**src/rtl/serial_sub_pkg.sv**
```systemverilog
// Shared types for the bit-serial subtractor: FSM state encoding and default width.
package serial_sub_pkg;

  typedef enum logic [1:0] {
    IDLE = 2'd0,
    RUN  = 2'd1,
    DONE = 2'd2
  } state_e;

  localparam int DEFAULT_WIDTH = 8;

endpackage

```
**src/rtl/serial_subtractor_half_sub.sv**
```systemverilog
// Combinational half-subtractor cell: diff = x - y (one bit), borrow when y > x.
module half_subtractor (
  input  logic x,
  input  logic y,
  output logic diff,
  output logic borrow
);

  assign diff   = x ^ y;
  assign borrow = ~x & y;

endmodule

```
**src/rtl/serial_subtractor.sv**
```systemverilog
// Bit-serial WIDTH-bit subtractor (diff = a - b, LSB first) with start/busy/done handshake.
// Optional signed-overflow output `ovf` enabled by defining SERIAL_SUB_OVF_EN.
module serial_subtractor
  import serial_sub_pkg::*;
#(
  parameter int WIDTH = DEFAULT_WIDTH,
  parameter int CNT_W = $clog2(WIDTH + 1)
) (
  input  logic             clk,
  input  logic             rst,
  input  logic             start,
  input  logic [WIDTH-1:0] a,
  input  logic [WIDTH-1:0] b,
  output logic             busy,
  output logic             done,
  output logic [WIDTH-1:0] diff,
  output logic             borrow_out
`ifdef SERIAL_SUB_OVF_EN
  ,
  output logic             ovf
`endif
);

  state_e             state_q, state_d;
  logic [WIDTH-1:0]   a_q, b_q, res_q, res_d, diff_q;
  logic [CNT_W-1:0]   cnt_q;
  logic               borrow_q, borrow_out_q;
  logic               last_bit;
  logic               hs1_diff, hs1_borrow, bit_d, hs2_borrow, bit_bout;

  half_subtractor u_hs1 (
    .x      (a_q[0]),
    .y      (b_q[0]),
    .diff   (hs1_diff),
    .borrow (hs1_borrow)
  );

  half_subtractor u_hs2 (
    .x      (hs1_diff),
    .y      (borrow_q),
    .diff   (bit_d),
    .borrow (hs2_borrow)
  );

  assign bit_bout = hs1_borrow | hs2_borrow;
  assign res_d    = {bit_d, res_q[WIDTH-1:1]};
  assign last_bit = (cnt_q == CNT_W'(WIDTH - 1));

  always_comb begin
    state_d = state_q;
    unique case (state_q)
      IDLE:    if (start) state_d = RUN;
      RUN:     if (last_bit) state_d = DONE;
      DONE:    state_d = IDLE;
      default: state_d = IDLE;
    endcase
  end

  always_ff @(posedge clk) begin
    if (rst) state_q <= IDLE;
    else     state_q <= state_d;
  end

`ifdef SERIAL_SUB_OVF_EN
  logic a_msb_q, b_msb_q, ovf_q;

  always_ff @(posedge clk) begin
    if (rst) begin
      a_msb_q <= 1'b0;
      b_msb_q <= 1'b0;
      ovf_q   <= 1'b0;
    end else if (state_q == IDLE && start) begin
      a_msb_q <= a[WIDTH-1];
      b_msb_q <= b[WIDTH-1];
    end else if (state_q == RUN && last_bit) begin
      // bit_d is the result MSB on the final processing cycle
      ovf_q <= (a_msb_q != b_msb_q) && (bit_d != a_msb_q);
    end
  end

  assign ovf = ovf_q;
`endif

  always_ff @(posedge clk) begin
    if (rst) begin
      a_q          <= '0;
      b_q          <= '0;
      res_q        <= '0;
      diff_q       <= '0;
      cnt_q        <= '0;
      borrow_q     <= 1'b0;
      borrow_out_q <= 1'b0;
    end else begin
      unique case (state_q)
        IDLE: begin
          if (start) begin
            a_q      <= a;
            b_q      <= b;
            borrow_q <= 1'b0;
            cnt_q    <= '0;
          end
        end
        RUN: begin
          a_q      <= a_q >> 1;
          b_q      <= b_q >> 1;
          res_q    <= res_d;
          borrow_q <= bit_bout;
          cnt_q    <= cnt_q + CNT_W'(1);
          // Publish on the final bit so diff is valid in the DONE cycle
          if (last_bit) begin
            diff_q       <= res_d;
            borrow_out_q <= bit_bout;
          end
        end
        default: ;
      endcase
    end
  end

  assign busy       = (state_q == RUN);
  assign done       = (state_q == DONE);
  assign diff       = diff_q;
  assign borrow_out = borrow_out_q;

endmodule

```
**config.mk**
```make
export PLATFORM = sky130hd
export DESIGN_NAME = serial_subtractor
export DESIGN_NICKNAME = d
export VERILOG_FILES = /design/src/rtl/serial_sub_pkg.sv /design/src/rtl/serial_subtractor_half_sub.sv /design/src/rtl/serial_subtractor.sv
export SDC_FILE = /design/constraint.sdc
export NUM_CORES = 1
export LEC_CHECK = 0
export ABC_CLOCK_PERIOD_IN_PS = 1300
export BUFFER_PORTS_ARGS = -buffer_cell sky130_fd_sc_hd__buf_2
export CAP_MARGIN = 25
export CORE_AREA = 2 2 61 63
export DETAILED_ROUTE_END_ITERATION = 8
export DIE_AREA = 0 0 63 65
export PLACE_DENSITY = 0.73
export SKIP_CTS_REPAIR_TIMING = 1
export SLEW_MARGIN = 20
export SYNTH_ARGS = -nofsm -noshare
export SYNTH_HDL_FRONTEND = slang
export SYNTH_SLANG_ARGS = --single-unit
export TNS_END_PERCENT = 100
```
**constraint.sdc**
```tcl
create_clock -name clk -period 1.3 [get_ports clk]
set_clock_uncertainty 0.15 [all_clocks]
set_input_delay 0.065 -clock clk [delete_from_list [all_inputs] [get_ports clk]]
set_output_delay 0.065 -clock clk [all_outputs]
set_load 0.03 [all_outputs]
```
# --- Yosys cells after proc, flatten, opt, wreduce, memory -nomap -nowiden ---
# Index checks and enable logic that the tools add are counted.
word_totals:
  regBits: 40
  inputBits: 19
  out_inout_bits: 11
  wordCells: 37
classes:
  addsub: 1
  eq_ne: 5
  n_mux: 11
  bitwise: 7
  n_reduce_logical: 5
op_table:
  columns: ["operator", "count"]
  rows:
  - ["8-bit one-hot mux with 2 select lines", 2]
  - ["8-bit 2-to-1 mux", 2]
  - ["4-bit one-hot mux with 2 select lines", 1]
  - ["2-bit AND reduction", 3]
  - ["4-bit by 1-bit adder with 4-bit output, second input constant", 1]
  - ["4-bit by 3-bit equality test with 1-bit output, second input constant", 1]
  - ["2-bit 2-to-1 mux", 2]
  - ["4-bit 2-to-1 mux", 1]
  - ["2-bit one-hot mux with 2 select lines", 1]
  - ["1-bit bitwise AND", 2]
  - ["2-bit by 1-bit equality test with 1-bit output, second input constant", 1]
  - ["2-bit equality test, second input constant", 1]
  - ["2-bit logical NOT", 1]
  - ["2-bit by 1-bit inequality test with 1-bit output, second input constant", 1]
  - ["2-bit inequality test, second input constant", 1]
  - ["1-bit inverter", 2]
  - ["1-bit one-hot mux with 2 select lines", 1]
  - ["2-bit nonzero test", 1]
  - ["1-bit bitwise XOR", 2]
  - ["1-bit 2-to-1 mux", 1]
  - ["1-bit bitwise OR", 1]

# --- Logic depth before layout (Yosys ltp) ---
# Gate-level depths: netlist of run 1.
depth:
  ltp_word: 5
  ltp_mapped: 7
  ltp_nobuf: 4

# --- Cells and area by module ---
# Synthesis of run 1 repeated with hierarchy kept, for this count alone.
unflattened:
  hier_cells: 195
  area_unflattened_um2: 1725.4
by_module_without_submodules:
  columns: ["mod", "n_inst", "cells_each", "area_each_um2", "seq_area_each_um2"]
  rows:
  - ["serial_subtractor", 1, 189, 1685.4, 780.7]
  - ["half_subtractor", 2, 3, 20.0, 0.0]

# --- Worst setup path before layout of run 1 ---
# OpenSTA, ideal clock, no wires.
synth_path:
  path_type: "register to register"
  startpoint: "reg state_q[0]"
  endpoint: "reg diff_q[7], in the netlist diff[7]"
  setup_ns: 0.071
  t_arrival_ns: 1.116
  t_required_ns: 1.079
  setup_slack_ns: -0.037
  stages_incl_launch_ff: 8
  n_path_buf: 3
  synth_period_minus_slack_ns: 1.337
  path_cell_list: "dfxtp_1 buf_6 nand2b_4 buf_6 inv_2 buf_2 nand3_1 a21oi_1"
synth_via:
  elab_chain_cells: 2
synth_lines:
  columns: ["item", "line_no", "text"]
  rows:
  - ["start: declaration", "serial_subtractor.sv:24", "state_e state_q, state_d;"]
  - ["start signal: assignment", "serial_subtractor.sv:61", "else state_q <= state_d;"]
  - ["2-bit by 1-bit equality test with 1-bit output", null, null]
  - ["net busy", "serial_subtractor.sv:14", "output logic busy,"]
  - ["2-bit AND reduction (no line)", null, null]
  - ["end signal: assignment", "serial_subtractor.sv:111", "diff_q <= res_d;"]
  - ["end: declaration", "serial_subtractor.sv:25", "logic [WIDTH-1:0] a_q, b_q, res_q, res_d, diff_q;"]
# The timed path passes the listed nets, and every way through them passes these cells.
# A chain may end at the register's enable or synchronous reset.

# --- Worst setup path in the final report of run 1 ---
layout_path:
  startpoint: "reg state_q[1]"
  endpoint: "out busy"
layout_via:
  elab_chain_cells: 1
layout_lines:
  columns: ["item", "line_no", "text"]
  rows:
  - ["2-bit by 1-bit equality test with 1-bit output", "serial_subtractor.sv:120", "assign busy = (state_q == RUN);"]
  - ["end: declaration", "serial_subtractor.sv:14", null]
# Every way passes these cells.

==> results of run 1 <==
[worst max-delay path by stage]
stage,startpoint,end,slack (ps),cells past startpoint
final,state_q[1],busy,-180,4
after detailed placement,state_q[0],a_q[5],-140,3
after CTS,state_q[0],busy,-460,4
after global placement,state_q[0],a_q[4],-100,3
after floorplan,state_q[0],diff[7],-30,6
after global routing,state_q[1],b_q[5],-250,5
[area by class of cell]
class | count | area share
Clock buffer | 6 | 0.0208
Multi-Input combinational cell | 127 | 0.377
Clock inverter | 1 | 0.00203
Inverter | 5 | 0.0112
Sequential cell | 39 | 0.321
Timing Repair Buffer | 76 | 0.243
Tap cell | 48 | 0.0244
[logic make-up (layout without fill, tap and decap cells)]
| kind of cell | after synthesis | after routing | share of synthesized area |
|---|---|---|---|
| AOI/OAI and AO/OA | 64 | 64 | 0.273 |
| buffers and inverters | 21 | 88 | 0.0685 |
| adders and majority gates | 2 | 2 | 0.0198 |
| DFF | 39 | 39 | 0.475 |
| and+or+nand+nor | 61 | 61 | 0.163 |
[worst register-to-register path: stages, from the launching register on]
cell      delay, ps
dfxtp_4         390
buf_4           140
o21ba_2         270
buf_6           140
nor2_1           50
a211oi_1        240
[state kept, by name, summed over array words and instances (netlist names)]
register and count:
state_q 2, cnt_q 4, b_q 8, diff 8
borrow_q 1, a_q 8, res_q 7, borrow_out 1
[synth_stat cells]
master     count
o31ai_1        8
o21bai_2       1
nand3_1       10
ha_1           1
o21ba_2        1
buf_6          3
inv_2          1
nand2_1       19
a221oi_1       1
dfxtp_1       39
buf_4          1
o22ai_1        7
or3_1          1
o2bb2ai_1      7
a211oi_1      15
clkbuf_1       5
a2bb2oi_1      1
nand2b_4       1
nand2b_1       1
nor2_1        26
a22oi_1        3
buf_2          6
nor3b_1        1
inv_1          4
o32a_1         1
nor4_1         1
buf_1          1
fa_1           1
a311oi_1       1
a21oi_1       17
a31oi_1        1
and3b_1        1
[through the flow]
step | util | power [mW] | instance area [sq um] | TNS (ps)
2_1_floorplan | - | 1.50 | 1650 | -33.5
3_3_place_gp | 0.562 | 1.61 | 1960 | -1510
3_5_place_dp | 0.562 | 1.61 | 1960 | -2770
4_1_cts | 0.578 | 2.24 | 2020 | -4510
5_1_grt | 0.705 | 2.45 | 2460 | -4880
6_report | 0.705 | 2.35 | 2460 | -3180
[power by group through the flow]
stage,Sequential [mW],Clock (mW),Combinational [mW]
3_5_place_dp,1.31,0,0.302
2_1_floorplan,1.30,0,0.202
6_report,1.29,0.649,0.416
5_1_grt,1.29,0.710,0.448
4_1_cts,1.28,0.651,0.304
3_3_place_gp,1.31,0,0.299
[layer usage]
| layer | part of all wire | global-route usage |
|---|---|---|
| met1 | 0.47 | 0.256 |
| met2 | 0.47 | 0.278 |
| met3 | 0.044 | 0.0608 |
| met4 | 0.022 | 0.0778 |
| met5 | 0 | 0 |
==> qor.yml, run 1 <==
status: "finished, violations left"
violations: "negative hold slack, negative setup slack"
max_cap_violations: 0
intPower_mw: 1.71
slowest_delay_ps: 400
whs_ps: -42.6
clock_power_share: 0.276
drt_iter0_markers: 75
cp-start-kind: "flip-flop"
seq_area_frac_synth: 0.475
drive_above_1_share: 0.441
drt-wirelength-per-cell_um: 15.4
die_area_sq_um: 4100
syn_area_sq_um: 1640
rsz0062_at_grt: "true"
synth.distinct_cells: 32
layout_common_cells: "dfxtp_1, buf_2, nor2_1, buf_4"
ys_seq_elements: 39
fin_nets: 275
root_buffer: "clkbuf_4"
clkSinkCount: 39
final_antenna_net_count: 0
hold_class: "input pin to flip-flop"
dp.cells: 272
power.density_nw_per_um2: 954
n_antenna_cell: 0
pwr-share-seq: 0.547
ff2ff_setup_slack_ps: -170
synth_area_per_cell_sq_um: 8.79
place.gp.congestion: 0.765
holdPathEnd: "b_q[4]"
final-seq-area_sq_um: 792
synth_top_area_frac: 0.475
clk_latency_ps: 350
die_w_um: 63
cts_buffers: 5
yosysTopAreaCell: "dfxtp_1"
grt_pass1_vias: 1409
die_h_um: 65
h-tree-depth: 2
routed_wl_mm: 4.66
grt-ovfl-total: 0
cts_tree: "done"
antenna_found_initial: 0
grt_max_degree: 27
setup_viol: 30
layout_commonest_cell: "dfxtp_1"
power_leakage_nw: 0.957
clk_path_buf_depth: 2
firstDrtPassIters: 4
r2r_end: "b_q[5]"
num_vias: 1704
portBuffers: 29
reg2reg_from: "state_q[1]"
critPathBufInv: 3
worst_slew_pin_slew_ps: 534
hold_depth: 4
path_cells: "nand2b_4 -> inv_6 -> buf_12 -> buf_8"
path_class: "flip-flop to primary output"
slew_headroom: 0.644
crit_arrival_ps: 1270
p_switching_uw: 642
fill_cells: 263
crit_fanout: 7
route.detailed.drc: 0
rows: 22
ir_drop_v: 0.000525
dp_hpwl_mm: 2.56
cp.required_ps: 1090
vias_per_cell: 5.64
swShare: 0.273
synthCells: 187
ys_warn_count: 0
coreArea_sq_um: 3500
syn_nets: 208
io_pins: 30
pre_cts_ws_ps: -140
endpoint_kind: "primary output"
cp_top_family: "flip-flops"
finalNonFillerCells: 302
final-hold-violation-count: 2
area_delta_synth_final_pct: 50.0
combPwrFrac: 0.177
grt_pass1_wl_mm: 6.13
drv_slew: 0
timing.final.crit_share: 1.14
worstHoldStart: "b[4]"
path_clk_slew_ps: 120
grt_usage: 0.190
fin_ws_ps: -181
ff2ff_path_depth: 5
synth_area_leaders: "dfxtp_1, a211oi_1, nor2_1"
clock.fmax_mhz: 675
start_util: 0.470
multi_input_area_sq_um: 930
fin_crit_ps: 1480
slowest_stage: "dfxtp_4"
(Power assumes the default switching activity.)
==> inputs of run 2 (changes only) <==
- CORE_AREA: 2 2 61 63 -> 2 2 63 65
- CTS_CLUSTER_SIZE: not set -> 12
- DIE_AREA: 0 0 63 65 -> 0 0 65 67
- GPL_ROUTABILITY_DRIVEN: not set -> 1
- PLACE_DENSITY: 0.73 -> 0.72
- SYNTH_HIERARCHICAL: not set -> 1
==> qor.yml, run 2 <==
ff2ff_setup_slack_ps: -270  # -100 ps
synthMuxAreaShare: 0.0464  # +0.0464
portBuffers: 29  # unchanged
cp.required_ps: 1390  # +300 ps
slew_headroom: 0.793  # +0.149
grt-busiest-layer: "met2"
synth.most_common_cell: "dfxtp_1"
violations: "negative setup slack"
final-hold-violation-count: 0  # -2
routed_wl_mm: 4.97  # +6.5%
hold_class: "input pin to flip-flop"
endpoint_kind: "flip-flop"
root_buffer: "clkbuf_8"
vias_per_cell: 5.37  # -4.8%
ys.flop_type: "dfxtp_1"
synth.distinct_cells: 29  # -9.4%
area_delta_synth_final_pct: 57.5
synthSimpleGateAreaFrac: 0.220  # +0.0575
synthAdderAreaFrac: 0.0218  # +0.00195
clk_latency_ps: 300  # -50 ps
setup_viol: 29  # -3.3%
die_w_um: 65  # +3.2%
yosysTopAreaCell: "dfxtp_1"
grt_max_degree: 26  # -3.7%
synthTopCellsByCount: "dfxtp_1, nor2_1, nand2b_1, nand2_1, a211oi_1"
h-tree-depth: 2  # unchanged
fin_crit_ps: 1570  # +84.5 ps
route.detailed.drc: 0  # unchanged
synthArstFlopShare: 0  # unchanged
synthXorXnorAreaFrac: 0  # unchanged
reg2reg_from: "a_q[0]"
drt_iter0_markers: 65  # -13%
n_antenna_cell: 0  # unchanged
cts_tree: "done"
seq_area_frac_synth: 0.453  # -0.0227
crit_fanout: 2  # -5
grt_pass1_wl_mm: 5.78  # -5.7%
grt_pass1_vias: 1326  # -5.9%
clk_path_buf_depth: 2  # unchanged
slowest_delay_ps: 390  # about the same
slowest_stage: "or4_1"
synth_area_per_cell_sq_um: 8.85  # +0.72%
cp-start-kind: "flip-flop"
power.density_nw_per_um2: 1050  # +10%
clock.fmax_mhz: 639  # -5.4%
timing.final.crit_share: 1.20  # +0.0650
final_antenna_net_count: 0  # unchanged
ir_drop_v: 0.000925  # +76%
num_vias: 1638  # -3.9%
synth_compound_gate_area_share: 0.196  # -0.0776
synth_area_leaders: "dfxtp_1, nor2_1, nand2b_1"
hold_depth: 4  # unchanged
synth_edf_count: 0  # unchanged
rsz0062_at_grt: "true"
grt-ovfl-total: 0  # unchanged
syn_nets: 217  # +4.3%
max_cap_violations: 0  # unchanged
critPathLaunch: "a_q[0]"
clkSinkCount: 39  # unchanged
rows: 22  # unchanged
power_leakage_nw: 1.08  # +13%
gr-usage-met2: 0.300  # +0.0223
die_area_sq_um: 4360  # +6.3%
fin_ws_ps: -266  # -84.5 ps
place.gp.congestion: 0.744  # -2.8%
cts_buffers: 5  # unchanged
path_cells: "inv_2 -> ha_4 -> inv_2 -> inv_2 -> ha_4 -> nor2_2 -> or4_1 -> o21ai_1"
whs_ps: 8.33  # +50.9 ps
ff2ff_path_depth: 8  # +3
synth_top_family_by_area: "simple AND/OR/NAND/NOR gates"
status: "finished, violations left"
path_class: "flip-flop to flip-flop"
ys_seq_elements: 39  # unchanged
worst_slew_pin_slew_ps: 310  # -224 ps
synthCells: 195  # +4.3%
met1_usage: 0.206  # -0.0507
firstDrtPassIters: 4  # unchanged
crit_arrival_ps: 1650  # +380 ps
grt_usage: 0.177  # -0.0125
layout_commonest_cell: "dfxtp_1"
syn_area_sq_um: 1730  # +5.0%
path_common_cell: "inv_2"
start_util: 0.478  # +0.00855
dp_hpwl_mm: 2.43  # -5.1%
ys_warn_count: 6  # +6
antenna_found_initial: 0  # unchanged
worstHoldStart: "a[6]"
drt-wirelength-per-cell_um: 16.3  # +5.5%
io_pins: 30  # unchanged
met3_usage: 0.0422  # -0.0185
die_h_um: 67  # +3.1%
final_core_util: 0.754  # +0.0489
coreArea_sq_um: 3610  # +3.1%
drive_above_1_share: 0.533  # +0.0921
synth_top_area_frac: 0.453  # -0.0227
path_clk_slew_ps: 80  # -40 ps
drv_slew: 0  # unchanged
fin_nets: 278  # +1.1%
layout_common_cells: "dfxtp_1, buf_2, buf_4"
run 2: changes by cell type after synthesis, moves of 4 or more:
cell / previous run / this run
nor2_1: 26 / 33
o22ai_1: 7 / 3
a21oi_1: 17 / 8
mux2i_1: 0 / 8
nand2b_1: 1 / 19
nand3_1: 10 / 2
o31ai_1: 8 / 0
o2bb2ai_1: 7 / 11
run 2: path summary, 6_finish.rpt:
check	endpoint
worst min-delay path	a_q[6]
worst min register to register	res_q[4]
worst max register to register	borrow_out
worst max-delay path	borrow_out
run 2: worst max-delay path, delay by kind of cell, from the launching register on:
kind / cells / cell delay (ps)
and+or+nand+nor: 2 / 440
adders and majority gates: 2 / 370
AOI/OAI and AO/OA: 1 / 80
DFF: 1 / 340
buffers and inverters: 3 / 120
run 2: area by class of cell:
cell class	instances	area, sq um
well taps	48	60.1
clock inverters	3	43.8
flip-flops and latches	39	797
multi-input cells	136	1170
clock buffers	5	68.8
fillers	248	888
repair buffers	67	543
inverters	7	31.3
run 2: power breakdown:
group          leakage [nW]  total [mW]  internal, mW  switching (mW)
Sequential            0.322        1.30          1.25          0.0516
Combinational         0.702       0.537         0.275           0.262
Clock                0.0581        1.03         0.572           0.456
Total                  1.08        2.86          2.09           0.770
run 2: cells by family (layout without fill, tap and decap cells):
group	Yosys count	after routing
AOI/OAI and AO/OA	46	48
adders and majority gates	3	3
buffers and inverters	22	82
DFF	39	39
muxes	8	8
and+or+nand+nor	77	77
run 2: layer usage:
| layer | share of wire | up-vias |
|---|---|---|
| met3 | 0.026 | 7 |
| met1 | 0.42 | 799 |
| li1 | - | 803 |
| met5 | 0 | - |
| met4 | 0.016 | 0 |
| met2 | 0.54 | 29 |
run 2: stage by stage:
stage | area, sq um | std cells | power, mW | worst slack (ps) | TNS [ps]
after floorplan | 1800 | 195 | 1.53 | -185 | -388
after global placement | 2060 | 278 | 1.61 | -205 | -603
after detailed placement | 2060 | 278 | 1.62 | -232 | -980
after CTS | 2180 | 286 | 2.63 | -310 | -1930
after global routing | 2720 | 305 | 2.96 | -279 | -3660
final | 2720 | 305 | 2.86 | -266 | -2550
==> inputs of run 3 (changes only) <==
- ABC_AREA: not set -> 1
- CORE_AREA: 2 2 63 65 -> 2 2 74 76
- DIE_AREA: 0 0 65 67 -> 0 0 76 78
- PLACE_DENSITY: 0.72 -> not set
==> qor.yml, run 3 <==
status: "finished, violations left"
violations: "negative hold slack, negative setup slack"
synthMuxAreaShare: 0  # -0.0464
synthAdderAreaFrac: 0.0216  # -0.000188
synthSimpleGateAreaFrac: 0.375  # +0.154
path_clk_slew_ps: 80  # about the same
drive_above_1_share: 0.434  # -0.0991
crit_arrival_ps: 1490  # -160 ps
reg2reg_from: "a_q[0]"
setup_viol: 27  # -6.9%
layout_common_cells: "nor2_1, dfxtp_1, nand2_1"
grt_pass1_wl_mm: 6.88  # +19%
cp_top_family: "adder cells"
seq_area_frac_synth: 0.449  # -0.00390
path_class: "flip-flop to flip-flop"
cts_tree: "done"
synth_top_family_by_area: "simple AND/OR/NAND/NOR gates"
route.detailed.drc: 0  # unchanged
rsz0062_at_grt: "true"
post_dp_cell_area_sq_um: 2080  # +0.79%
die_h_um: 78  # +16%
ys_seq_elements: 39  # unchanged
num_vias: 1799  # +9.8%
endpoint_kind: "flip-flop"
clkSinkCount: 39  # unchanged
cts_buffers: 5  # unchanged
synth_edf_count: 0  # unchanged
syn_area_sq_um: 1740  # +0.87%
grt_pass1_vias: 1538  # +16%
syn_nets: 269  # +24%
hold_class: "input pin to flip-flop"
grt_max_degree: 25  # -3.8%
ir_drop_v: 0.000707  # -24%
cp.depth: 10  # +2
cp-start-kind: "flip-flop"
path_common_cell: "inv_2"
drv_slew: 0  # unchanged
drt_iter0_markers: 85  # +31%
coreArea_sq_um: 5040  # +40%
clk_latency_ps: 290  # about the same
synth.most_common_cell: "nand2_1"
grt-ovfl-total: 0  # unchanged
fin_nets: 339  # +22%
r2r_end: "diff[7]"
synth_area_leaders: "dfxtp_1, nand2_1, nor2_1"
ys.flop_type: "dfxtp_1"
synthArstFlopShare: 0  # unchanged
n_antenna_cell: 0  # unchanged
fill_cells: 461  # +86%
worst_slew_pin_slew_ps: 255  # -54.3 ps
firstDrtPassIters: 4  # unchanged
final_antenna_net_count: 0  # unchanged
endpoint: "diff[7]"
final-hold-violation-count: 10  # +10
vias_per_cell: 4.64  # -14%
io_pins: 30  # unchanged
max_cap_violations: 0  # unchanged
power.density_nw_per_um2: 1130  # +7.6%
ff2ff_path_depth: 10  # +2
cp.required_ps: 1340  # -50 ps
yosysTopAreaCell: "dfxtp_1"
dp_hpwl_mm: 2.69  # +11%
crit_fanout: 2  # unchanged
start_util: 0.345  # -0.133
layout_commonest_cell: "nor2_1"
drt-wirelength-per-cell_um: 12.4  # -24%
routed_wl_mm: 4.82  # -2.9%
h-tree-depth: 2  # unchanged
critPathLaunch: "a_q[0]"
ff2ff_setup_slack_ps: -150  # +110 ps
slew_headroom: 0.830  # +0.0362
fin_ws_ps: -151  # +115 ps
fin_crit_ps: 1450  # -115 ps
root_buffer: "clkbuf_8"
die_area_sq_um: 5930  # +36%
synth.distinct_cells: 21  # -28%
final_core_util: 0.546  # -0.208
rows: 26  # +18%
area_delta_synth_final_pct: 58.2
ys_warn_count: 6  # unchanged
whs_ps: -36.7  # -45.0 ps
die_w_um: 76  # +17%
synth_area_per_cell_sq_um: 7.05  # -20%
synthCells: 247  # +27%
slowest_stage: "dfxtp_2"
clock.fmax_mhz: 689  # +7.9%
portBuffers: 29  # unchanged
synthXorXnorAreaFrac: 0  # unchanged
synth_top_area_frac: 0.449  # -0.00390
synthTopCellsByCount: "nand2_1, nor2_1, dfxtp_1, nand3_1, inv_1"
path_cells: "inv_2 -> ha_4 -> inv_2 -> inv_2 -> ha_4 -> inv_2 -> inv_2 -> nand2_2 -> o21ai_1 -> nor2_1"
p_total_mw: 3.12  # +8.9%
grt_usage: 0.144  # -0.0328
antenna_found_initial: 0  # unchanged
clk_path_buf_depth: 2  # unchanged
pre_cts_ws_ps: -190  # +41.8 ps
critPathBufInv: 5  # +2
synth_compound_gate_area_share: 0.0618  # -0.134
place.gp.congestion: 0.729  # -2.0%
power_leakage_nw: 1.34  # +23%
timing.final.crit_share: 1.12  # -0.0884
design_area_sq_um: 2750  # +1.3%
slowest_delay_ps: 330  # -60 ps
run 3: changes by cell type after synthesis, moves of 3 or more:
| cell | previous run | this run |
|---|---|---|
| nand3_1 | 2 | 27 |
| nor2_1 | 33 | 49 |
| o2bb2ai_1 | 11 | 0 |
| inv_1 | 5 | 24 |
| nand2b_1 | 19 | 0 |
| nand3b_1 | 0 | 6 |
| nor2_2 | 0 | 6 |
| nand2_1 | 16 | 54 |
| mux2i_1 | 8 | 0 |
| a211oi_1 | 15 | 0 |
| clkbuf_1 | 7 | 1 |
| a22oi_1 | 3 | 0 |
| o21ai_0 | 0 | 13 |
run 3: worst min path at each step:
stage / startpoint / endpoint / slack, ps / depth (start not counted)
2_1_floorplan: a[7] / a_q[7] / 30 / 2
3_3_place_gp: a[7] / a_q[7] / 110 / 3
3_5_place_dp: a[7] / a_q[7] / 120 / 3
4_1_cts: a[7] / a_q[7] / -180 / 3
5_1_grt: a[5] / a_q[5] / 5 / 5
6_report: b[1] / b_q[1] / -40 / 5
run 3: power by group:
part | switching (mW) | leakage [nW] | internal (mW) | total [mW]
registers | 0.0762 | 0.320 | 1.29 | 1.37
logic | 0.496 | 0.968 | 0.455 | 0.951
clock network | 0.437 | 0.0477 | 0.367 | 0.804
run 3: layer usage:
layer,part of all wire,wire length [um],vias up,track usage
met5,0,0,-,0
met4,0.027,131,0,0.0655
met3,0.029,141,9,0.0314
met2,0.48,2310,32,0.237
met1,0.47,2240,837,0.182
li1,-,-,921,-
run 3: area by class of cell:
cell class | instances | area, sq um | area share
Sequential cell | 39 | 787 | 0.286
Clock inverter | 3 | 15.0 | 0.00545
Inverter | 25 | 96.3 | 0.0350
Clock buffer | 5 | 68.8 | 0.0250
Timing Repair Buffer | 73 | 606 | 0.220
Multi-Input combinational cell | 173 | 1090 | 0.397
Tap cell | 70 | 87.6 | 0.0318
run 3: cell families after synthesis:
group           after synthesis
compound gates               21
fa+ha+maj                     3
buf+inv                      36
flops                        39
simple gates                148
run 3: metrics by stage:
step | setup TNS, ps | cells
6_report | -1750 | 388
5_1_grt | -3300 | 388
4_1_cts | -3350 | 366
3_5_place_dp | -2040 | 358
3_3_place_gp | -1370 | 358
2_1_floorplan | -317 | 247
run 3: worst min-delay path, delay by kind of cell:
family / cells / cell delay (ps)
and+or+nand+nor: 4 / 230
buffers and inverters: 1 / 70
